==> src/rtl/alu_sched.sv <==
// alu_sched: arbitrates two requesters onto one external ALU, returns results and owns the N/Z/V flags
module alu_sched #(
  parameter int FIXED_PRIO = 0,
  parameter int DW = 16
) (
  input  logic          clk,
  input  logic          rst,
  input  logic          req0_valid,
  output logic          req0_ready,
  input  logic [3:0]    req0_op,
  input  logic [DW-1:0] req0_src0,
  input  logic [DW-1:0] req0_src1,
  input  logic [3:0]    req0_shamt,
  input  logic          req1_valid,
  output logic          req1_ready,
  input  logic [3:0]    req1_op,
  input  logic [DW-1:0] req1_src0,
  input  logic [DW-1:0] req1_src1,
  input  logic [3:0]    req1_shamt,
  output logic          rsp0_valid,
  input  logic          rsp0_ready,
  output logic          rsp1_valid,
  input  logic          rsp1_ready,
  output logic [DW-1:0] rsp_data,
  output logic          rsp1_err,
  output logic [3:0]    alu_op,
  output logic [DW-1:0] alu_src0,
  output logic [DW-1:0] alu_src1,
  output logic [3:0]    alu_shamt,
  input  logic [DW-1:0] alu_dst,
  input  logic          alu_ov,
  input  logic          alu_zr,
  input  logic          alu_neg,
  input  logic          alu_change_v,
  input  logic          alu_change_z,
  input  logic          alu_change_n,
  output logic          flag_z,
  output logic          flag_v,
  output logic          flag_n,
  output logic          halted
);
  typedef enum logic [1:0] {IDLE, EXEC, RESP} state_t;
  state_t state_q, state_d;
  logic grant_q, grant_d, rr_q, rr_d, err_q, err_d, halted_q, halted_d;
  logic fv_q, fv_d, fz_q, fz_d, fn_q, fn_d;
  logic [3:0] op_q, op_d, sh_q, sh_d;
  logic [DW-1:0] s0_q, s0_d, s1_q, s1_d, rd_q, rd_d;
  logic pick, fire, ill;
  // rr_q holds the last granted id; on a tie the other requester wins
  assign pick = (req0_valid && req1_valid) ? ((FIXED_PRIO != 0) ? 1'b0 : ~rr_q) : req1_valid;
  assign fire = (state_q == IDLE) && (req0_valid || req1_valid) && !halted_q;
  assign ill = grant_q && op_q[3];
  assign req0_ready = fire && !pick;
  assign req1_ready = fire && pick;
  assign rsp0_valid = (state_q == RESP) && !grant_q;
  assign rsp1_valid = (state_q == RESP) && grant_q;
  assign rsp_data = rd_q;
  assign rsp1_err = err_q;
  assign alu_op = op_q;
  assign alu_src0 = s0_q;
  assign alu_src1 = s1_q;
  assign alu_shamt = sh_q;
  assign flag_v = fv_q;
  assign flag_z = fz_q;
  assign flag_n = fn_q;
  assign halted = halted_q;
  always_comb begin
    state_d = state_q;
    grant_d = grant_q;
    rr_d = rr_q;
    err_d = err_q;
    halted_d = halted_q;
    fv_d = fv_q;
    fz_d = fz_q;
    fn_d = fn_q;
    op_d = op_q;
    sh_d = sh_q;
    s0_d = s0_q;
    s1_d = s1_q;
    rd_d = rd_q;
    case (state_q)
      IDLE: if (fire) begin
        state_d = EXEC;
        grant_d = pick;
        rr_d = pick;
        op_d = pick ? req1_op : req0_op;
        s0_d = pick ? req1_src0 : req0_src0;
        s1_d = pick ? req1_src1 : req0_src1;
        sh_d = pick ? req1_shamt : req0_shamt;
      end
      EXEC: begin
        state_d = RESP;
        rd_d = ill ? '0 : alu_dst;
        err_d = ill;
        if (!grant_q) begin
          fv_d = alu_change_v ? alu_ov : fv_q;
          fz_d = alu_change_z ? alu_zr : fz_q;
          fn_d = alu_change_n ? alu_neg : fn_q;
          halted_d = halted_q || (op_q == 4'hF);
        end
      end
      RESP: state_d = (grant_q ? rsp1_ready : rsp0_ready) ? IDLE : RESP;
      default: state_d = IDLE;
    endcase
  end
  always_ff @(posedge clk) begin
    if (rst) begin
      state_q <= IDLE;
      grant_q <= 1'b0;
      rr_q <= 1'b1;
      err_q <= 1'b0;
      halted_q <= 1'b0;
      fv_q <= 1'b0;
      fz_q <= 1'b0;
      fn_q <= 1'b0;
      op_q <= '0;
      sh_q <= '0;
      s0_q <= '0;
      s1_q <= '0;
      rd_q <= '0;
    end else begin
      state_q <= state_d;
      grant_q <= grant_d;
      rr_q <= rr_d;
      err_q <= err_d;
      halted_q <= halted_d;
      fv_q <= fv_d;
      fz_q <= fz_d;
      fn_q <= fn_d;
      op_q <= op_d;
      sh_q <= sh_d;
      s0_q <= s0_d;
      s1_q <= s1_d;
      rd_q <= rd_d;
    end
  end
endmodule

==> config.mk <==
export PLATFORM = sky130hd
export DESIGN_NAME = alu_sched
export DESIGN_NICKNAME = d
export VERILOG_FILES = /design/src/rtl/alu_sched.sv
export SDC_FILE = /design/constraint.sdc
export NUM_CORES = 1
export LEC_CHECK = 0
export CAP_MARGIN = 20
export CORE_MARGIN = 2
export CORE_UTILIZATION = 41
export DETAILED_ROUTE_END_ITERATION = 8
export PLACE_DENSITY_LB_ADDON = 0.1
export SYNTH_ARGS = -nofsm -noshare
export SYNTH_HDL_FRONTEND = slang
export SYNTH_SLANG_ARGS = --single-unit
==> constraint.sdc <==
create_clock -name clk -period 2.35 [get_ports clk]
set_input_delay 0.3525 -clock clk [delete_from_list [all_inputs] [get_ports clk]]
set_output_delay 0.3525 -clock clk [all_outputs]
set_load 0.02 [all_outputs]
* Word-level counts from Yosys, hierarchy flattened
Cells that the tools add are included.
** Cells by class
- Eq/ne operators :: 4
- Muxes and demuxes :: 10
- Bitwise gates (word level) :: 2
- Reduce and logical (&&, ||, !) cells :: 19
** Operator list (number)
- two-way mux 16 bit :: 3
- AND reduction 3 bit :: 3
- logical AND 1 bit :: 8
- two-way mux 4 bit :: 2
- case mux 2 bit (3 select lines) :: 1
- equality test 4 bit, second input constant :: 1
- two-way mux 2 bit :: 2
- AND reduction 2 bit :: 2
- zero test 1 bit :: 3
- equality test 2 x 1 -> 1 bit, second input constant :: 1
- equality test 2 bit, second input constant :: 1
- zero test 2 bit :: 1
- logical OR 1 bit :: 2
- two-way mux 1 bit :: 2
- != test 2 bit, second input constant :: 1
- inverter 1 bit :: 2
** Storage, ports and cells
- Bits in registers :: 65
- Bits of input ports :: 108
- Output and inout bits :: 65
- Word-level logic and storage cells :: 48

* Longest topological paths before layout
Gate-level depths: netlist of the first run.
- Depth after elaboration :: 5
- Gate-level depth with buffers :: 6
- Depth with buffers taken out :: 3

* Worst setup path before layout of the first run
No wires, ideal clock.
- Kind :: input port to flip-flop
- Start :: input port rst
- End :: register s0_q[10] (netlist: alu_src0[10])
- Library setup time :: 0.122 ns
- Arrival :: 1.433 ns
- Required time :: 2.228 ns
- Path slack :: 0.795 ns
- Cell stages on the path :: 6
- Buffers on the path :: 3
- Cell sequence :: clkbuf_1 -> nor4_1 -> and3_1 -> clkbuf_1 -> clkbuf_1 -> a221o_1
** RTL lines
- from (decl) :: RTL line 7 : input logic rst,
- to (signal assigned) :: RTL line 118 : s0_q <= '0;
- to (signal assigned) :: RTL line 132 : s0_q <= s0_d;
- to (decl) :: RTL line 47 : logic [DW-1:0] s0_q, s0_d, s1_q, s1_d, rd_q, rd_d;

* Final worst setup path of the first run
- Start :: register state_q[0]
- End :: output port req0_ready
** On the way
- Word-level cells in the longest chain between the ends :: 4
** Ends and longest elaborated chain
- from (decl) :: RTL line 43 : state_t state_q, state_d;
- from (signal assigned) :: RTL line 122 : state_q <= state_d;
- zero test 2 bit :: RTL line 51 : assign fire = (state_q == IDLE) && (req0_valid || req1_valid) && !halted_q;
- logical AND 1 bit (2 in series) :: RTL line 51
- logical AND 1 bit :: RTL line 53 : assign req0_ready = fire && !pick;
- to (decl) :: RTL line 9 : output logic req0_ready,
No other way between the ends.

==> results of run 1 <==
[cell type report]
| class | instances | area [sq um] | share of cell area, % |
|---|---|---|---|
| clock inverter | 3 | 40.04 | 0.8218 |
| tap | 96 | 120.1 | 2.465 |
| multi-input combinational | 204 | 1459 | 29.94 |
| timing repair buffer | 179 | 1799 | 36.93 |
| sequential | 65 | 1301 | 26.71 |
| inverter | 1 | 3.754 | 0.07704 |
| clock buffer | 13 | 148.9 | 3.056 |
[placed cells by master (no fill, tap or decap), types with 2 or more instances in the layout]
master	instances
sky130_fd_sc_hd__clkinv_2	2
sky130_fd_sc_hd__and3b_1	2
sky130_fd_sc_hd__clkdlybuf4s50_1	172
sky130_fd_sc_hd__clkbuf_8	10
sky130_fd_sc_hd__and4bb_2	3
sky130_fd_sc_hd__buf_4	5
sky130_fd_sc_hd__nor2_1	3
sky130_fd_sc_hd__nand3_1	16
sky130_fd_sc_hd__nor3_2	40
sky130_fd_sc_hd__a221o_1	41
sky130_fd_sc_hd__clkbuf_1	3
sky130_fd_sc_hd__dfxtp_1	65
sky130_fd_sc_hd__nand2_1	59
sky130_fd_sc_hd__mux2i_1	4
sky130_fd_sc_hd__a21oi_1	18
sky130_fd_sc_hd__and3_1	2
sky130_fd_sc_hd__buf_12	2
[per-layer routing]
| metal | part of all wire [%] | vias up | wire (microns) |
|---|---|---|---|
| met5 | 0 | - | 0 |
| met4 | 1.4 | 0 | 123 |
| met3 | 9.6 | 10 | 857 |
| met2 | 48 | 125 | 4261 |
| met1 | 42 | 1349 | 3726 |
| li1 | - | 1424 | - |
[through the flow]
stage / setup TNS, ns / utilization (%) / cell area (sq um) / hold slack (ns)
2_1_floorplan: 0 / - / 2933 / 0.4782
3_3_place_gp: 0 / 67.69 / 4649 / 0.4379
3_5_place_dp: -0.1285 / 67.69 / 4649 / 0.4437
4_1_cts: 0 / 70.53 / 4845 / 0.4510
5_1_grt: 0 / 70.93 / 4872 / 0.4762
6_report: 0 / 70.93 / 4872 / 0.4481
[flip-flops by register name (all words and copies together), names as in the netlist]
register	cells
alu_src0	16
alu_src1	16
rsp_data	16
alu_op	4
alu_shamt	4
state_q	2
flag_n	1
flag_v	1
flag_z	1
grant_q	1
halted	1
rr_q	1
rsp1_err	1
[kinds of logic after synthesis]
family	share of synthesized area, %
buffers and inverters	6.740
multiplexers	1.365
flip-flops	44.37
AND/OR/NAND/NOR	29.57
AO/OA/AOI/OAI	17.96
[worst max-delay path by stage]
stage	end	cells past startpoint	start
final	req0_ready	3	state_q[0]$_SDFFE_PP0P_
after global routing	req0_ready	3	state_q[0]$_SDFFE_PP0P_
after CTS	req0_ready	3	state_q[1]$_SDFFE_PP0P_
after detailed placement	alu_src0[13]$_SDFFE_PP0P_	4	req0_valid
after global placement	alu_src0[15]$_SDFFE_PP0P_	4	req0_valid
after floorplan	alu_src0[10]$_SDFFE_PP0P_	6	rst
[worst min-delay path, delay by kind of cell, from the launching register on]
family	cells	cell delay, ns
simple gates	1	0.05
flops	1	0.31
compound gates	1	0.05
[report_power, final]
part | total (mW) | switching (mW) | internal [mW]
combinational | 0.852 | 0.394 | 0.457
clock | 0.926 | 0.409 | 0.517
sequential | 1.28 | 0.0723 | 1.21
total | 3.06 | 0.875 | 2.18
[timing repair]
item                                    4_1_cts  5_1_grt
pin swaps                                     0        1
setup buffers                                 0        1
gates resized for setup                       1        0
endpoints found under the setup margin        1        1
==> impl_metrics.tcl, run 1 <==
set metrics [dict create \
    die_h_microns 88.58 \
    drcViolationCount 0 \
    max_clock_freq_ghz 0.4508 \
    cts_tree "yes" \
    drive_above_1_share_pct 14.62 \
    synth.cells.most_frequent "sky130_fd_sc_hd__dfxtp_1, sky130_fd_sc_hd__nand2_1, sky130_fd_sc_hd__a221o_1, sky130_fd_sc_hd__nor3_2, sky130_fd_sc_hd__a21oi_1" \
    min_to "rsp_data[2]$_SDFFE_PP0P_" \
    total_power_mw 3.057 \
    die_width_microns 88.58 \
    synth_sequential_area_ratio_pct 44.37 \
    post-route-period-util_pct 94.39 \
    grt_overflow_total 0 \
    slew_viol_final 0 \
    area.growth.synth_to_final_pct 66.13 \
    timing.slew.headroom_pct 54.01 \
    timing.hold.worst.class "flop to flop" \
    worst_setup_hold_path_clk_slew_ns 0.07 \
    num_io_pins 173 \
    setup.worst_path.start_class "flop" \
    syn-num-nets 413 \
    finish.net_count 568 \
    list_of_cells_traversed_by_the_critical_path "nor3_4 > and3b_1 > clkdlybuf4s50_1" \
    core-area_sq_um 6869 \
    post-synth-top-count-cell "sky130_fd_sc_hd__dfxtp_1" \
    cpMaxStageDelayCell "sky130_fd_sc_hd__clkdlybuf4s50_1" \
    worstSetupPathType "flop to output pin" \
    place.detailed.instances 543 \
    min_from "rsp_data[2]$_SDFFE_PP0P_" \
    reg2reg_slack_ns 0.59 \
    cts.sink_count 65 \
    met3_usage_pct 7.276 \
    antennaDiodeCount 0 \
    yosys.area.top_type_share_pct 44.37 \
    routedWlPerCell_microns 15.99 \
    async_flop_share_pct 0 \
    syn-cell-area_sq_um 2933 \
    setup-violations-final 0 \
    ys_types 31 \
    gr-max-usage-layer "met2" \
    clock-skew-final_ns 0.01318 \
    synth-edff-count 0 \
    worst_slack_ns 0.1319 \
    gpl_congestion 0.7491 \
    power_density_nw_per_um2 627.5 \
    crit_arrival_ns 1.87 \
    crit_fanout 11 \
    fill_cells 562 \
    max_cap_violations 0 \
    synth.area.top_cells "sky130_fd_sc_hd__dfxtp_1, sky130_fd_sc_hd__a221o_1, sky130_fd_sc_hd__nor3_2" \
    cellLeakagePower_nw 1.797 \
    netlist_instances 305 \
    wire_length_of_the_first_global_routing_pass_mm 13.81 \
    place_hpwl_mm 6.107 \
    synth_top_flop_cell "sky130_fd_sc_hd__dfxtp_1" \
    initial_antenna_violation_count 0 \
    cts-hold-fix-buffers 0 \
    dp_slack_ns -0.01869 \
    r2r_start "state_q[1]$_SDFFE_PP0P_" \
    whs_path_depth 2 \
    synth-seq-cells 65 \
    drt-vias-per-instance 5.184 \
    drt_iter0_drc 170 \
    yosys_warnings 0 \
    synth_largest_area_cell "sky130_fd_sc_hd__dfxtp_1" \
    run_status "finished, final reports clean" \
    worstPathRequired_ns 2.00 \
    met1_usage_pct 28.73 \
    drt.antenna.violating_nets 0 \
    final_period_minus_worst_setup_slack_ns 2.218 \
    clk-insertion-delay-late_ns 0.33 \
    clockRootBuffer "sky130_fd_sc_hd__clkbuf_8" \
    critPathCaptureType "output pin" \
    grt_util_all_layers_pct 22.50 \
    vdd_ir_drop_max_uv 374.2 \
    max-clock-path-buffers 2 \
    dieArea_sq_um 7846 \
    layoutNonFillerInstCount 561 \
    placement.io_buffers 172 \
    grt_start_max_net_pins 42 \
    cp_num_buf_inv 1 \
    vias_in_the_first_global_route 2826 \
    mapped_avg_cell_area_sq_um 9.616 \
    htree_num_levels 3 \
    unrepaired_setup_endpoints_after_global_routing "false" \
    drt-total-wl_mm 8.968 \
    tightest_slew_ns 0.6899 \
    std_cell_rows 30 \
    cts_made_buffers 9 \
    globalRouteMet2Util_pct 35.82 \
    detailroute.via_count 2908 \
    crit_path_max_incr_delay_ns 0.63 \
    worst-r2r-cell-count 3 \
    effective_utilization_at_floorplan_pct 42.70 \
    critical-path-top-delay-family "buffers and inverters" \
    drt_pre_antenna_iters 4 \
    r2r-end "alu_src1[0]$_SDFFE_PP0P_" \
    timing_hold_violations_final 0 \
]
Power figures use the tool's default switching activity.
==> run 2: changes to the inputs <==
Settings changed: CORE_MARGIN 2 to not set, CORE_UTILIZATION 41 to 38, HOLD_SLACK_MARGIN set to 0.12.
Clock period 2.35 ns to 2.43 ns, I/O delays scaled along.
==> run 2 against run 1 <==
  * Final area up 0.41%
  * Core utilization decreased by 4.5 points
  * Combinational power fell by 3.4%
  * Critical path depth stayed put
  * Sequential power decreased by 3%
  * Die area increased by 2.9%
  * Non-clock buffer count up 2
  * Global-route usage shrank 0.74 points
==> impl_metrics.tcl, run 2 (same netlist as run 1, synthesis figures left out) <==
set metrics [dict create \
    run_status "finished, final reports clean" \
    std_cell_rows 31 \
    whs_path_depth 2 \
    max-clock-path-buffers 2 \
    grt_start_max_net_pins 42 \
    drt.antenna.violating_nets 0 \
    worst_setup_hold_path_clk_slew_ns 0.07 \
    place_hpwl_mm 6.114 \
    vias_in_the_first_global_route 2863 \
    power_density_nw_per_um2 621.0 \
    cp_num_buf_inv 1 \
    cts_tree "yes" \
    finish.net_count 570 \
    max_clock_freq_ghz 0.4302 \
    grt_overflow_total 0 \
    cts-hold-fix-buffers 0 \
    drt-total-wl_mm 8.882 \
    slew_viol_final 0 \
    worstSetupPathType "flop to output pin" \
    crit_fanout 11 \
    final.hold.worst_slack_ns 0.4475 \
    cts.sink_count 65 \
    unrepaired_setup_endpoints_after_global_routing "false" \
    timing.slew.headroom_pct 51.83 \
    fill_cells 627 \
    cts_made_buffers 9 \
    htree_num_levels 3 \
    setup-violations-final 0 \
    cellLeakagePower_nw 1.807 \
    post-route-period-util_pct 95.67 \
    total_power_mw 3.038 \
    clock-skew-final_ns 0.009555 \
    drt_pre_antenna_iters 4 \
    finalSetupTns_ns 0 \
    cpMaxStageDelayCell "sky130_fd_sc_hd__clkdlybuf4s50_1" \
    clockRootBuffer "sky130_fd_sc_hd__clkbuf_8" \
    crit_path_max_incr_delay_ns 0.64 \
    setup.worst_path.start_class "flop" \
    cts_resized 0 \
    timing_hold_violations_final 0 \
    tightest_slew_ns 0.7225 \
    final_common_cell "sky130_fd_sc_hd__clkdlybuf4s50_1" \
    critical-path-top-delay-family "buffers and inverters" \
    antennaDiodeCount 0 \
    placement.io_buffers 172 \
    core-area_sq_um 7370 \
    grt_util_all_layers_pct 21.76 \
    list_of_cells_traversed_by_the_critical_path "nor3_2 > and3_1 > clkdlybuf4s50_1" \
    detailroute.via_count 2896 \
    drive_above_1_share_pct 15.24 \
    max_cap_violations 0 \
    cp.depth 3 \
    area.growth.synth_to_final_pct 66.81 \
    worstPathRequired_ns 2.07 \
    worst-r2r-cell-count 4 \
    drt_iter0_drc 142 \
    effective_utilization_at_floorplan_pct 39.80 \
    critPathCaptureType "output pin" \
    timing.hold.worst.class "flop to flop" \
    dieArea_sq_um 8073 \
    clk-insertion-delay-late_ns 0.33 \
    initial_antenna_violation_count 0 \
    drcViolationCount 0 \
    gpl_congestion 0.7545 \
    most-common-layout-cells "sky130_fd_sc_hd__clkdlybuf4s50_1, sky130_fd_sc_hd__dfxtp_1, sky130_fd_sc_hd__nand2_1" \
    drt-vias-per-instance 5.126 \
    crit_arrival_ns 1.96 \
    post_cts_setup_driven_buffer_insertion_count 0 \
    wire_length_of_the_first_global_routing_pass_mm 14.23 \
    num_io_pins 173 \
    die_width_microns 89.85 \
    vdd_ir_drop_max_uv 293.6 \
    final_period_minus_worst_setup_slack_ns 2.325 \
    die_h_microns 89.85 \
    routedWlPerCell_microns 15.72 \
]
## run 2: cell count changes in the layout (fill, tap and decap cells not counted), sizes merged
cell      delta
bufinv       +1
clkinvlp     +1
buf          +2
clkbuf       -3
## run 2: layout make-up
type / count / area (sq um) / share of cell area [%]
well taps: 99 / 123.9 / 2.532
flip-flops and latches: 65 / 1301 / 26.60
clock inverters: 5 / 81.33 / 1.662
clock buffers: 10 / 127.6 / 2.609
repair buffers: 181 / 1802 / 36.83
multi-input cells: 204 / 1453 / 29.69
inverters: 1 / 3.754 / 0.07673
## run 2: power breakdown
group / internal (mW) / leakage, nW / switching [mW]
Combinational: 0.439 / 1.17 / 0.383
Sequential: 1.17 / 0.534 / 0.0677
Clock: 0.572 / 0.102 / 0.408
Total: 2.18 / 1.81 / 0.859
## run 2: metal layers
layer / track usage [%] / vias up / wire length, microns
li1: - / 1425 / -
met2: 35.00 / 123 / 3965
met3: 5.838 / 12 / 715
met4: 7.661 / 0 / 123
met1: 28.11 / 1336 / 4077
met5: 0 / - / 0
## run 2: worst reg2reg max path: stages (launching register included)
cell                      delay [ns]
sky130_fd_sc_hd__dfxtp_1        0.32
sky130_fd_sc_hd__buf_4          0.16
sky130_fd_sc_hd__or4_4          0.83
sky130_fd_sc_hd__nor3_2         0.29
sky130_fd_sc_hd__a221o_1        0.12
## run 2: through the flow
step	std cells	util (%)	area (sq um)	setup WS, ns
finish	565	66.38	4892	0.1053
global route	565	66.38	4892	0.01710
CTS	564	66.11	4872	0.09989
detailed placement	549	63.28	4663	0.01874
floorplan	305	-	2933	0.8628
global placement	549	63.28	4663	0.06204
## run 2: path summary, 6_finish.rpt
check / startpoint / to / slack, ns
max: state_q[0]$_SDFFE_PP0P_ / req1_ready / 0.11
min reg2reg: rsp_data[11]$_SDFFE_PP0P_ / rsp_data[11]$_SDFFE_PP0P_ / 0.45
max reg2reg: state_q[1]$_SDFFE_PP0P_ / alu_src0[13]$_SDFFE_PP0P_ / 0.66
min: rsp_data[11]$_SDFFE_PP0P_ / rsp_data[11]$_SDFFE_PP0P_ / 0.45
==> run 3: changes to the inputs <==
Settings changed: CORE_UTILIZATION 38 to 41.
Clock period 2.43 ns to 2.8 ns, I/O delays scaled along.
==> run 3 against run 2 <==
  * Critical path depth is the same
  * Total power shrank 15%
  * Worst hold slack gained 0.0046 ns
  * Clock power shrank 19%
  * Global-route usage grew 1.6 points
  * Flip-flop and latch count is the same
  * Register-to-register slack gained 0.38 ns
  * Final area shrank 0.69%
==> impl_metrics.tcl, run 3 (same netlist as run 1, synthesis figures left out) <==
set metrics [dict create \
    max_cap_violations 0 \
    timing_hold_violations_final 0 \
    htree_num_levels 3 \
    post-route-period-util_pct 85.67 \
    place_hpwl_mm 6.037 \
    detailroute.via_count 2906 \
    crit_arrival_ns 1.98 \
    cellLeakagePower_nw 1.788 \
    cpMaxStageDelayCell "sky130_fd_sc_hd__clkdlybuf4s50_1" \
    cts-hold-fix-buffers 0 \
    whs_path_depth 2 \
    timing.slew.headroom_pct 52.18 \
    placement.io_buffers 172 \
    gpl_congestion 0.7775 \
    max_clock_freq_ghz 0.4169 \
    die_h_microns 86.58 \
    critPathCaptureType "output pin" \
    reg2reg_slack_ns 1.04 \
    grt_start_max_net_pins 42 \
    cts_tree "yes" \
    crit_path_max_incr_delay_ns 0.62 \
    unrepaired_setup_endpoints_after_global_routing "false" \
    crit_fanout 11 \
    slew_viol_final 0 \
    wire_length_of_the_first_global_routing_pass_mm 13.58 \
    min_to "rsp_data[1]$_SDFFE_PP0P_" \
    run_status "finished, final reports clean" \
    core-area_sq_um 6869 \
    worst_setup_hold_path_clk_slew_ns 0.07 \
    drt-vias-per-instance 5.199 \
    cts_resized 0 \
    drt.antenna.violating_nets 0 \
    post_cts_setup_driven_buffer_insertion_count 0 \
    worstPathRequired_ns 2.38 \
    clockRootBuffer "sky130_fd_sc_hd__clkbuf_8" \
    final_period_minus_worst_setup_slack_ns 2.399 \
    cts_made_buffers 9 \
    routedWlPerCell_microns 15.90 \
    die_width_microns 86.58 \
    min_from "rsp_data[1]$_SDFFE_PP0P_" \
    setup.worst_path.start_class "flop" \
    initial_antenna_violation_count 0 \
    list_of_cells_traversed_by_the_critical_path "nor3_2 > and3b_1 > clkdlybuf4s50_1" \
    vdd_ir_drop_max_uv 405.6 \
    num_io_pins 173 \
    grt_overflow_total 0 \
    antennaDiodeCount 0 \
    drt-total-wl_mm 8.890 \
    worst-r2r-cell-count 3 \
    finalSetupTns_ns 0 \
    worstSetupPathType "flop to output pin" \
    drive_above_1_share_pct 14.25 \
    clock-skew-final_ns 0.01222 \
    timing.hold.worst.class "flop to flop" \
    final_common_cell "sky130_fd_sc_hd__clkdlybuf4s50_1" \
    effective_utilization_at_floorplan_pct 42.70 \
    clk-insertion-delay-late_ns 0.34 \
    setup-violations-final 0 \
    fill_cells 550 \
    area.growth.synth_to_final_pct 65.66 \
    finalCoreUtilization_pct 70.73 \
    r2r_start "state_q[1]$_SDFFE_PP0P_" \
    power_density_nw_per_um2 530.8 \
    tightest_slew_ns 0.7173 \
    drt_iter0_drc 109 \
    grt_util_all_layers_pct 23.40 \
    cp_num_buf_inv 1 \
    r2r-end "alu_src0[9]$_SDFFE_PP0P_" \
    finish.net_count 566 \
    drcViolationCount 0 \
    max-clock-path-buffers 2 \
    final.hold.worst_slack_ns 0.4521 \
    vias_in_the_first_global_route 2728 \
    total_power_mw 2.579 \
    dieArea_sq_um 7495 \
    most-common-layout-cells "sky130_fd_sc_hd__clkdlybuf4s50_1, sky130_fd_sc_hd__dfxtp_1, sky130_fd_sc_hd__nand2_1" \
    std_cell_rows 30 \
    drt_pre_antenna_iters 4 \
    critical-path-top-delay-family "simple AND/OR/NAND/NOR gates" \
    cts.sink_count 65 \
]
-- run 3: worst max path at each step --
stage / from / endpoint / slack, ns / depth (start not counted)
after floorplan: rst / alu_src0[10]$_SDFFE_PP0P_ / 1.18 / 6
after global placement: req0_valid / alu_shamt[3]$_SDFFE_PP0P_ / 0.38 / 4
after detailed placement: req0_valid / alu_src0[9]$_SDFFE_PP0P_ / 0.35 / 4
after CTS: state_q[1]$_SDFFE_PP0P_ / req0_ready / 0.38 / 3
after global routing: state_q[1]$_SDFFE_PP0P_ / req0_ready / 0.30 / 3
final: state_q[1]$_SDFFE_PP0P_ / req0_ready / 0.40 / 3
-- run 3: per-layer routing --
layer | part of all wire, % | up-vias | track usage (%)
li1 | - | 1420 | -
met1 | 44 | 1336 | 30.40
met2 | 46 | 136 | 37.16
met3 | 8.1 | 14 | 7.714
met4 | 1.7 | 0 | 6.667
met5 | 0 | - | 0
-- run 3: area by class of cell --
cell class	count	area, sq um	share of cell area, %
well taps	96	120.1	2.472
flip-flops and latches	65	1301	26.78
repair buffers	177	1792	36.88
inverters	1	3.754	0.07726
clock buffers	13	148.9	3.065
clock inverters	3	40.04	0.8241
multi-input cells	204	1453	29.90
-- run 3: worst reg2reg max path, stage by stage (launching register included) --
cell and delay (ns):
sky130_fd_sc_hd__dfxtp_1 0.40, sky130_fd_sc_hd__or4_4 0.86, sky130_fd_sc_hd__nor3_2 0.30, sky130_fd_sc_hd__a221o_1 0.15
-- run 3: stage by stage --
step	cells	setup WS [ns]	area, sq um
floorplan	305	1.177	2933
global placement	542	0.3845	4642
detailed placement	542	0.3466	4642
CTS	558	0.3834	4831
global route	559	0.3026	4858
finish	559	0.4013	4858
-- run 3: report_power, final --
group | total (mW) | internal [mW] | switching, mW
registers | 1.07 | 1.01 | 0.0601
clock network | 0.795 | 0.434 | 0.361
logic | 0.711 | 0.381 | 0.329
